`src/rtl/ecc_fifo_pkg.sv`:
```
// Shared constants, types and codeword helpers for the SECDED FIFO reader.
// Codeword layout: cw[12:1] = Hamming positions 1..12, cw[0] = overall even parity.
package ecc_fifo_pkg;

    localparam int DATA_W = 8;
    localparam int CW_W   = 13;
    localparam int ADDR_W = 4;

    // Hamming position of each data bit d[0..7]; parity bits sit at 1, 2, 4, 8.
    localparam logic [ADDR_W-1:0] DATA_POS [DATA_W] = '{
        4'd3, 4'd5, 4'd6, 4'd7, 4'd9, 4'd10, 4'd11, 4'd12
    };

    typedef struct packed {
        logic [DATA_W-1:0] data;
        logic              sec;
        logic              ded;
    } rd_entry_t;

    function automatic logic [DATA_W-1:0] extract_data(input logic [CW_W-1:0] cw);
        logic [DATA_W-1:0] d;
        for (int i = 0; i < DATA_W; i++) d[i] = cw[DATA_POS[i]];
        return d;
    endfunction

endpackage

```
`src/rtl/secded_dec_8.sv`:
```
// Combinational SECDED decoder for an 8-bit payload in a 13-bit extended
// Hamming codeword; shared by any reader that uses the ecc_fifo_pkg layout.
module secded_dec_8
    import ecc_fifo_pkg::*;
(
    input  logic [CW_W-1:0]   cw,
    output logic [DATA_W-1:0] data,
    output logic              sec,
    output logic              ded
);

    logic [ADDR_W-1:0] syn;
    logic              par;
    logic [CW_W-1:0]   fixed;

    always_comb begin
        syn = '0;
        for (int i = 1; i < CW_W; i++) begin
            if (cw[i]) syn = syn ^ ADDR_W'(i);
        end
        par   = ^cw;
        fixed = cw;
        sec   = 1'b0;
        ded   = 1'b0;
        if (syn == '0) begin
            // Zero syndrome with odd parity means only cw[0] flipped.
            sec = par;
        end else if (par && (syn < ADDR_W'(CW_W))) begin
            fixed[syn] = ~cw[syn];
            sec        = 1'b1;
        end else begin
            ded = 1'b1;
        end
        data = extract_data(fixed);
    end

endmodule

```
`src/rtl/ecc_fifo_reader.sv`:
```
// ECC FIFO reader: pops codewords, corrects them and presents bytes through a
// 2-entry ready/valid output buffer with saturating error statistics.
module ecc_fifo_reader
    import ecc_fifo_pkg::*;
(
    input  logic              clk,
    input  logic              rst_n,
    input  logic              fifo_empty,
    output logic              fifo_rd_en,
    input  logic [CW_W-1:0]   mem_rd_data,
    output logic [DATA_W-1:0] dout,
    output logic              dout_valid,
    input  logic              dout_ready,
    output logic              sec_err,
    output logic              ded_err,
    output logic [7:0]        sec_cnt,
    output logic [7:0]        ded_cnt,
    input  logic              clr_cnt
);

    logic              in_flight_p1;
    logic [DATA_W-1:0] dec_data_p1;
    logic              dec_sec_p1;
    logic              dec_ded_p1;
    rd_entry_t         dec_p1;
    rd_entry_t         head_p2;
    rd_entry_t         tail_p2;
    logic [1:0]        occ_p2;
    logic [1:0]        occ_after_pop;
    logic              pop_out;
    logic [2:0]        fill;
    logic [2:0]        limit;

    function automatic logic [7:0] sat_inc(input logic [7:0] v, input logic inc);
        if (inc && (v != 8'hFF)) return v + 8'd1;
        return v;
    endfunction

    // Stage p0 -> p1: pop issue; the codeword returns one cycle later.
    assign pop_out       = dout_valid & dout_ready;
    assign occ_after_pop = occ_p2 - {1'b0, pop_out};
    assign fill          = {1'b0, occ_p2} + {2'b0, in_flight_p1};
    assign limit         = 3'd2 + {2'b0, pop_out};
    assign fifo_rd_en    = rst_n & ~fifo_empty & (fill < limit);

    secded_dec_8 u_dec (
        .cw   (mem_rd_data),
        .data (dec_data_p1),
        .sec  (dec_sec_p1),
        .ded  (dec_ded_p1)
    );

    assign dec_p1 = '{data: dec_data_p1, sec: dec_sec_p1, ded: dec_ded_p1};

    // Stage p1 -> p2: decoded word lands in the first free buffer slot.
    always_ff @(posedge clk or negedge rst_n) begin
        if (!rst_n) begin
            in_flight_p1 <= 1'b0;
            occ_p2       <= 2'd0;
            head_p2      <= '0;
        end else begin
            in_flight_p1 <= fifo_rd_en;
            occ_p2       <= occ_after_pop + {1'b0, in_flight_p1};
            if (pop_out && (occ_p2 == 2'd2)) head_p2 <= tail_p2;
            if (in_flight_p1 && (occ_after_pop == 2'd0)) head_p2 <= dec_p1;
        end
    end

    always_ff @(posedge clk) begin
        if (in_flight_p1 && (occ_after_pop == 2'd1)) tail_p2 <= dec_p1;
    end

    assign dout       = head_p2.data;
    assign sec_err    = head_p2.sec;
    assign ded_err    = head_p2.ded;
    assign dout_valid = (occ_p2 != 2'd0);

    // Statistics count at capture time, independent of output back-pressure.
    always_ff @(posedge clk or negedge rst_n) begin
        if (!rst_n) begin
            sec_cnt <= 8'd0;
            ded_cnt <= 8'd0;
        end else if (clr_cnt) begin
            sec_cnt <= 8'd0;
            ded_cnt <= 8'd0;
        end else begin
            sec_cnt <= sat_inc(sec_cnt, in_flight_p1 & dec_sec_p1);
            ded_cnt <= sat_inc(ded_cnt, in_flight_p1 & dec_ded_p1);
        end
    end

endmodule

```
`config.mk`:
```
export PLATFORM = sky130hd
export DESIGN_NAME = ecc_fifo_reader
export DESIGN_NICKNAME = d
export VERILOG_FILES = /design/src/rtl/ecc_fifo_pkg.sv /design/src/rtl/secded_dec_8.sv /design/src/rtl/ecc_fifo_reader.sv
export SDC_FILE = /design/constraint.sdc
export NUM_CORES = 1
export LEC_CHECK = 0
export BUFFER_PORTS_ARGS = -buffer_cell sky130_fd_sc_hd__buf_2
export CAP_MARGIN = 20
export CORE_UTILIZATION = 60
export DETAILED_ROUTE_END_ITERATION = 6
export PLACE_DENSITY = 0.85
export SLEW_MARGIN = 20
export SYNTH_ARGS = -nofsm -noshare
export SYNTH_HDL_FRONTEND = slang
export SYNTH_SLANG_ARGS = --single-unit
```
`constraint.sdc`:
```
create_clock -name clk -period 5.15 [get_ports clk]
set_input_delay 0.515 -clock clk [delete_from_list [all_inputs] [get_ports clk]]
set_output_delay 0.515 -clock clk [all_outputs]
set_load 0.01 [all_outputs]
```
==> metrics.md, run 1 <==
| Metric | Value |
|---|---|
| CTS resizes | `0` |
| Post-synth EDFFs | `10` |
| #FFs+latches synth | `39` |
| Synthesized Nets | `269` |
| Final hold viol count | `0` |
| # DRC | `0` |
| CTS Buf Count | `5` |
| Starting Density | `0.628` |
| Vias per cell | `approximately 5.5` |
| Initial detailed-routing violation count | `roughly 110` |
| Row cnt | `23` |
| Die H | `between 60 and 70 um` |
| Total power | `1.09 mW` |
| Largest net degree at the start of global routing | `31` |
| F_max | `377 MHz` |
| Num Clock Sinks | `39` |
| Post-CTS Setup Bufs | `0` |
| Post-DRT Antenna Nets | `0` |
| Worst min-delay path class | `in -> async` |
| Routed via count | `~1,900` |
| Skew final | `a little under 0.008 ns` |
| Status | `completed` |
| Worst path required time | `~5.3 ns` |
| Setup crit start kind | `input pin` |
| Critical path class | `in -> reg` |
| Final worst path period share | `0.515` |
| Pre-CTS WS | `2.24 ns` |
| Power density over cell area | `around 380 nW/um2` |
| DP Area | `between 2000 and 3000 um2` |
| Seq/Total Area, Yosys | `0.405` |
| Vias in the first global route | `1,740` |
| Nets | `between 300 and 400` |
| Top_reg_cell synth | `dfrtp_1` |
| Setup violation total in the final timing report | `0` |
| Root buffer cell | `clkbuf_8` |
| Worst skew pair latency | `around 0.28 ns` |
| RSZ-0062 raised after global routing | `false` |
| Maximum vdd drop | `0.151 mV` |
| H-tree Lvls | `2` |
| Max_slew headroom | `0.435` |
| Core Region | `around 4000 um2` |
| Setup TNS | `0 ns` |
| Hold Buf Count CTS | `0` |
| Detail Placement HPWL | `approximately 3.6 mm` |
| Cells after Synth | `~250` |
| Die W | `approximately 67 um` |
| Hold slack final | `~0.25 ns` |
| Fraction of layout instances using a drive strength above 1 | `0.258` |
| Leading cell types in the layout, fill and taps excluded | `45 x buf_2, 30 x nor2_1, 29 x dfrtp_1` |
| Design area | `2880 um2` |
| Slew at the pin closest to its max-slew limit | `about 0.84 ns` |
| CTS tree | `yes` |
| Routed length per instance | `roughly 14 um` |
| Synth-to-Final Area Change | `13.6%` |
| Worst-path clk slew | `approximately 0.07 ns` |
| Final critical-path required period | `2.65 ns` |
| First-pass GRT wire length | `a little under 8 mm` |
| Setup slack after layout | `2.50 ns` |
| Clk buf depth | `2` |
| Io pins | `between 40 and 50` |
| Crit-path max FO | `10` |
| Fraction of synthesis flops using an asynchronous set or reset pin | `0.744` |
| PortBufs | `45` |
| Final wirelength | `between 4 and 5 mm` |
| Post-synthesis cell type count | `44` |
| Worst Path Arrival | `2.83 ns` |
| Commonest non-fill, non-tap cell in the layout | `buf_2` |
| MaxCap Viol Count | `0` |
| Crit end category | `flip-flop` |
| Leak | `between 1 and 1.5 nW` |
| Placer Congestion | `0.815` |
| Synthesized area per cell | `approximately 10 um2` |
| # diodes | `0` |
| Mapped cell area | `2530 um2` |
| Worst R2R Path Depth | `7` |
| Grt total ovfl | `0` |
| Max Slew Vio Count | `0` |
| Initial antenna violation count | `0` |
| Number of synthesis warnings | `0` |
| Die ar. | `4480 um2` |
| Tot GR Track Use | `0.240` |
| First-pass detailed-route iteration total | `4` |
==> cell families after synthesis <==
kind of cell               synth area share
AOI/OAI and AO/OA                     0.109
xor gates and xnor gates              0.164
adders and majority gates            0.0336
buffers and inverters                0.0198
DFF                                   0.405
muxes                                0.0959
and+or+nand+nor                       0.173
==> area by class of cell <==
type / count / area (um2)
inverters: 6 / 22.5
flip-flops and latches: 39 / 1030
well taps: 50 / 62.6
repair buffers: 45 / 225
clock inverters: 1 / 5.00
multi-input cells: 193 / 1460
clock buffers: 7 / 76.3
fillers: 330 / 1150
==> Yosys cell counts, types with 2 or more instances <==
library cell	instances	area [um2]
nand2_1	11	41.3
nor4_1	2	12.5
o21ai_0	12	60.1
nand2b_1	2	12.5
mux2_2	10	113
dfrtp_1	29	726
a211oi_1	4	30.0
nor2_1	31	116
or2_2	2	12.5
inv_1	6	22.5
xor2_1	4	35.0
edfxtp_1	10	300
nor3_1	9	45.0
clkbuf_1	6	22.5
nand3b_1	3	22.5
nor2b_1	4	25.0
a21oi_1	6	30.0
ha_1	6	75.1
nand3_1	9	45.0
a21o_1	8	60.1
and3_1	9	56.3
nand4_1	2	12.5
mux2i_1	13	130
xor3_1	3	71.3
a21bo_2	3	30.0
xnor2_1	23	201
==> sequential cells by signal (all words and copies together) (netlist names) <==
name	flops
ded_cnt	8
ded_err	1
dout	8
in_flight_p1	1
occ_p2	2
sec_cnt	8
sec_err	1
tail_p2	10
==> metrics by stage <==
step	instances	util
floorplan	245	-
global placement	333	0.693
detailed placement	333	0.693
CTS	341	0.714
global route	341	0.714
finish	341	0.714
==> where the power goes <==
part / internal, mW / switching [mW] / leakage [nW]
sequential: 0.388 / 0.0365 / 0.471
combinational: 0.204 / 0.269 / 0.883
clock: 0.0950 / 0.0992 / 0.0422
==> routing by layer <==
layer  global-route usage  vias to the layer above  wire, um
met5                    0                        -         0
met4               0.0638                        0        44
met3               0.0462                        4       159
met2                0.380                       41      2190
met1                0.336                      880      2430
li1                     -                      960         -
==> worst paths after layout <==
| path | startpoint | endpoint | slack [ns] |
|---|---|---|---|
| min in group clk | tail_p2[0]$_DFFE_PP_ | ded_err$_DFFE_PN0P_ | 0.55 |
| setup reg to reg | occ_p2[1]$_DFF_PN0_ | tail_p2[1]$_DFFE_PP_ | 2.69 |
| setup / recovery | mem_rd_data[3] | sec_cnt[7]$_DFFE_PN0P_ | 2.50 |
| max in group asynchronous | rst_n | ded_cnt[6]$_DFFE_PN0P_ | 4.45 |
| hold / removal | rst_n | dout[0]$_DFFE_PN0P_ | 0.25 |
| hold reg to reg | tail_p2[0]$_DFFE_PP_ | ded_err$_DFFE_PN0P_ | 0.55 |
==> critical path, cell delays in order <==
cell and delay, ns:
buf_2 0.16, xnor2_4 0.27, xor2_1 0.60, xnor2_1 0.16, xnor2_1 0.25, nor4_2 0.44, nand3_1 0.14, mux2_2 0.28
(Power assumes the default switching activity.)
==> run 2: changes to the inputs <==
--- a/config.mk
+++ b/config.mk
@@ -5,11 +5,12 @@
 export SDC_FILE = /design/constraint.sdc
 export NUM_CORES = 1
 export LEC_CHECK = 0
+export ABC_AREA = 1
 export BUFFER_PORTS_ARGS = -buffer_cell sky130_fd_sc_hd__buf_2
 export CAP_MARGIN = 20
-export CORE_UTILIZATION = 60
+export CORE_UTILIZATION = 51
 export DETAILED_ROUTE_END_ITERATION = 6
-export PLACE_DENSITY = 0.85
+export PLACE_DENSITY = 0.76
 export SLEW_MARGIN = 20
 export SYNTH_ARGS = -nofsm -noshare
 export SYNTH_HDL_FRONTEND = slang
==> constraint.sdc (replaced) <==
create_clock -name clk -period 2.1 [get_ports clk]
set_input_delay 0.21 -clock clk [delete_from_list [all_inputs] [get_ports clk]]
set_output_delay 0.21 -clock clk [all_outputs]
set_load 0.01 [all_outputs]
==> run 2 against run 1 <==
Wire length up 20%. Clock skew up 0.0070 ns. Critical path depth up 5. Power rose to 2.5 times the previous value. Critical endpoint is now dout[5]$_DFFE_PN0P_.
==> metrics.md, run 2 <==
| Metric | Value |
|---|---|
| Io pins | `46` |
| Area leader, netlist | `dfrtp_1` |
| Setup slack after layout | `0.168 ns` |
| Max FFs per register | `10` |
| Detail Placement HPWL | `roughly 4.5 mm` |
| RSZ-0062 raised after global routing | `false` |
| Skew final | `about 0.015 ns` |
| Critical R2R Capture | `dout[5]$_DFFE_PN0P_` |
| CTS tree | `yes` |
| Top-area cell type share of the netlist area | `0.269` |
| Top cells by count, synth | `114 x nand2_1, 37 x inv_1, 37 x nand3_1, 29 x dfrtp_1, 19 x nor2_1` |
| Leak | `roughly 1.6 nW` |
| Routed via count | `2,515` |
| # diodes | `0` |
| Top_reg_cell synth | `dfrtp_1` |
| Commonest non-fill, non-tap cell in the layout | `nand2_1` |
| Post-synth EDFFs | `10` |
| First-pass detailed-route iteration total | `4` |
| Hold path cells | `2` |
| Cells after Synth | `between 300 and 400` |
| Max_slew headroom | `0.718` |
| Pre-CTS WS | `approximately 0.022 ns` |
| Worst Path Arrival | `2.11 ns` |
| Post-synthesis cell type count | `35` |
| Post-DRT Antenna Nets | `0` |
| Die ar. | `roughly 5600 um2` |
| Largest Register | `tail_p2` |
| Num Clock Sinks | `39` |
| Initial detailed-routing violation count | `between 80 and 90` |
| WHS Endpoint | `sec_cnt[6]$_DFFE_PN0P_` |
| Clk buf depth | `2` |
| Leading cell types in the layout, fill and taps excluded | `113 x nand2_1, 45 x buf_2, 37 x inv_1, 37 x nand3_1, 29 x dfrtp_1` |
| H-tree Lvls | `2` |
| Routed length per instance | `~12 um` |
| Root buffer cell | `clkbuf_8` |
| Vias per cell | `just over 5` |
| Synth-to-Final Area Change | `18.1%` |
| PortBufs | `45` |
| Worst-path clk slew | `~0.080 ns` |
| MaxCap Viol Count | `0` |
| Tot GR Track Use | `0.220` |
| Worst R2R Path Depth | `13` |
| Die H | `about 75 um` |
| Crit end category | `flip-flop` |
| Number of synthesis warnings | `0` |
| Final hold viol count | `0` |
| DP Area | `3060 um2` |
| Maximum vdd drop | `roughly 0.34 mV` |
| Placer Congestion | `0.887` |
| # DRC | `0` |
| Starting Density | `0.529` |
| First-pass GRT wire length | `roughly 9.5 mm` |
| Vias in the first global route | `roughly 2,200` |
| Setup violation total in the final timing report | `0` |
| F_max | `~520 MHz` |
| Slew at the pin closest to its max-slew limit | `between 0.4 and 0.5 ns` |
| Nets | `approximately 450` |
| Synthesized area per cell | `7.42 um2` |
| Worst min-delay path class | `in -> reg` |
| Power density over cell area | `~860 nW/um2` |
| Grt total ovfl | `0` |
| Final worst path period share | `0.920` |
| CTS Buf Count | `5` |
| Row cnt | `26` |
| Worst reg2reg setup slack | `0.17 ns` |
| Seq/Total Area, Yosys | `0.380` |
| Fraction of synthesis flops using an asynchronous set or reset pin | `0.744` |
| Hold slack final | `approximately 0.18 ns` |
| Largest net degree at the start of global routing | `30` |
| Worst r2r src | `occ_p2[0]$_DFF_PN0_` |
| Fraction of layout instances using a drive strength above 1 | `0.236` |
| Final Util | `0.625` |
| Design area | `roughly 3200 um2` |
| Top-count cell post-synth | `nand2_1` |
| Worst skew pair latency | `~0.30 ns` |
| Synthesized Nets | `slightly below 400` |
| Max Slew Vio Count | `0` |
| Final wirelength | `a little under 6 mm` |
| Core Region | `approximately 5100 um2` |
| Hold Startpoint | `clr_cnt` |
| Final critical-path required period | `1.93 ns` |
| Largest cells by area after synthesis | `dfrtp_1 27%, nand2_1 16%, edfxtp_1 11%, nand3_1 6.9%, inv_1 5.1%` |
| Die W | `~75 um` |
| Worst path required time | `around 2.3 ns` |
| Crit-path max FO | `7` |
| Status | `completed` |
| Initial antenna violation count | `0` |
| Setup crit start kind | `flip-flop` |
| #FFs+latches synth | `39` |
| Setup TNS | `0 ns` |
| Critical path class | `reg -> reg` |
| Mapped cell area | `between 2000 and 3000 um2` |
[run 2: logic make-up (layout without fill, tap and decap cells)]
| kind of cell | Yosys count | after routing | synth area share |
|---|---|---|---|
| XOR/XNOR | 16 | 16 | 0.0588 |
| AND/OR/NAND/NOR | 212 | 212 | 0.372 |
| adder cells (fa/ha/maj) | 6 | 6 | 0.0278 |
| AO/OA/AOI/OAI | 38 | 38 | 0.0848 |
| flip-flops | 39 | 39 | 0.380 |
| buffers and inverters | 53 | 112 | 0.0764 |
[run 2: layer usage]
layer | share of wire | wire length, um | GRT usage
met5 | 0 | 0 | 0
met4 | 0.013 | 76 | 0.0692
met2 | 0.46 | 2690 | 0.366
met3 | 0.027 | 158 | 0.0281
met1 | 0.49 | 2860 | 0.300
[run 2: cell type report]
type                    instances  area [um2]
clock buffers                   7        96.3
clock inverters                 1        6.26
fillers                       461        1920
inverters                      50         198
multi-input cells             272        1480
flip-flops and latches         39        1030
well taps                      70        87.6
repair buffers                 54         295
[run 2: worst max-delay path by stage]
stage | from | endpoint
after floorplan | occ_p2[1]$_DFF_PN0_ | dout[5]$_DFFE_PN0P_
after global placement | mem_rd_data[9] | tail_p2[7]$_DFFE_PP_
after detailed placement | mem_rd_data[9] | tail_p2[7]$_DFFE_PP_
after CTS | occ_p2[1]$_DFF_PN0_ | dout[5]$_DFFE_PN0P_
after global routing | occ_p2[0]$_DFF_PN0_ | dout[6]$_DFFE_PN0P_
final | occ_p2[0]$_DFF_PN0_ | dout[5]$_DFFE_PN0P_
[run 2: power breakdown]
group,total [mW],internal [mW],switching (mW)
Sequential,1.04,0.947,0.0941
Clock,0.566,0.300,0.266
Combinational,1.13,0.447,0.688
[run 2: critical path: stages (launching register included)]
cell	delay [ns]
dfrtp_1	0.41
inv_1	0.08
nand2_1	0.06
nand2_1	0.10
inv_1	0.05
ha_1	0.21
xnor2_2	0.19
nand2_1	0.11
nor2_2	0.11
inv_1	0.07
buf_4	0.16
nand3_1	0.07
nand2_1	0.06
o21bai_1	0.14
[run 2: per-stage QoR]
stage | instances | total power [mW]
after floorplan | 364 | 1.79
after global placement | 483 | 2.12
after detailed placement | 483 | 2.16
after CTS | 492 | 2.73
after global routing | 493 | 2.97
final | 493 | 2.74
[run 2: repair_timing]
| item | CTS | global route |
|---|---|---|
| gates resized for setup | 0 | 2 |
| buffers inserted | 0 | 1 |
| hold buffers | 1 | 0 |
| setup endpoints to repair | 0 | 10 |
| endpoints found under the hold margin | 29 | 0 |
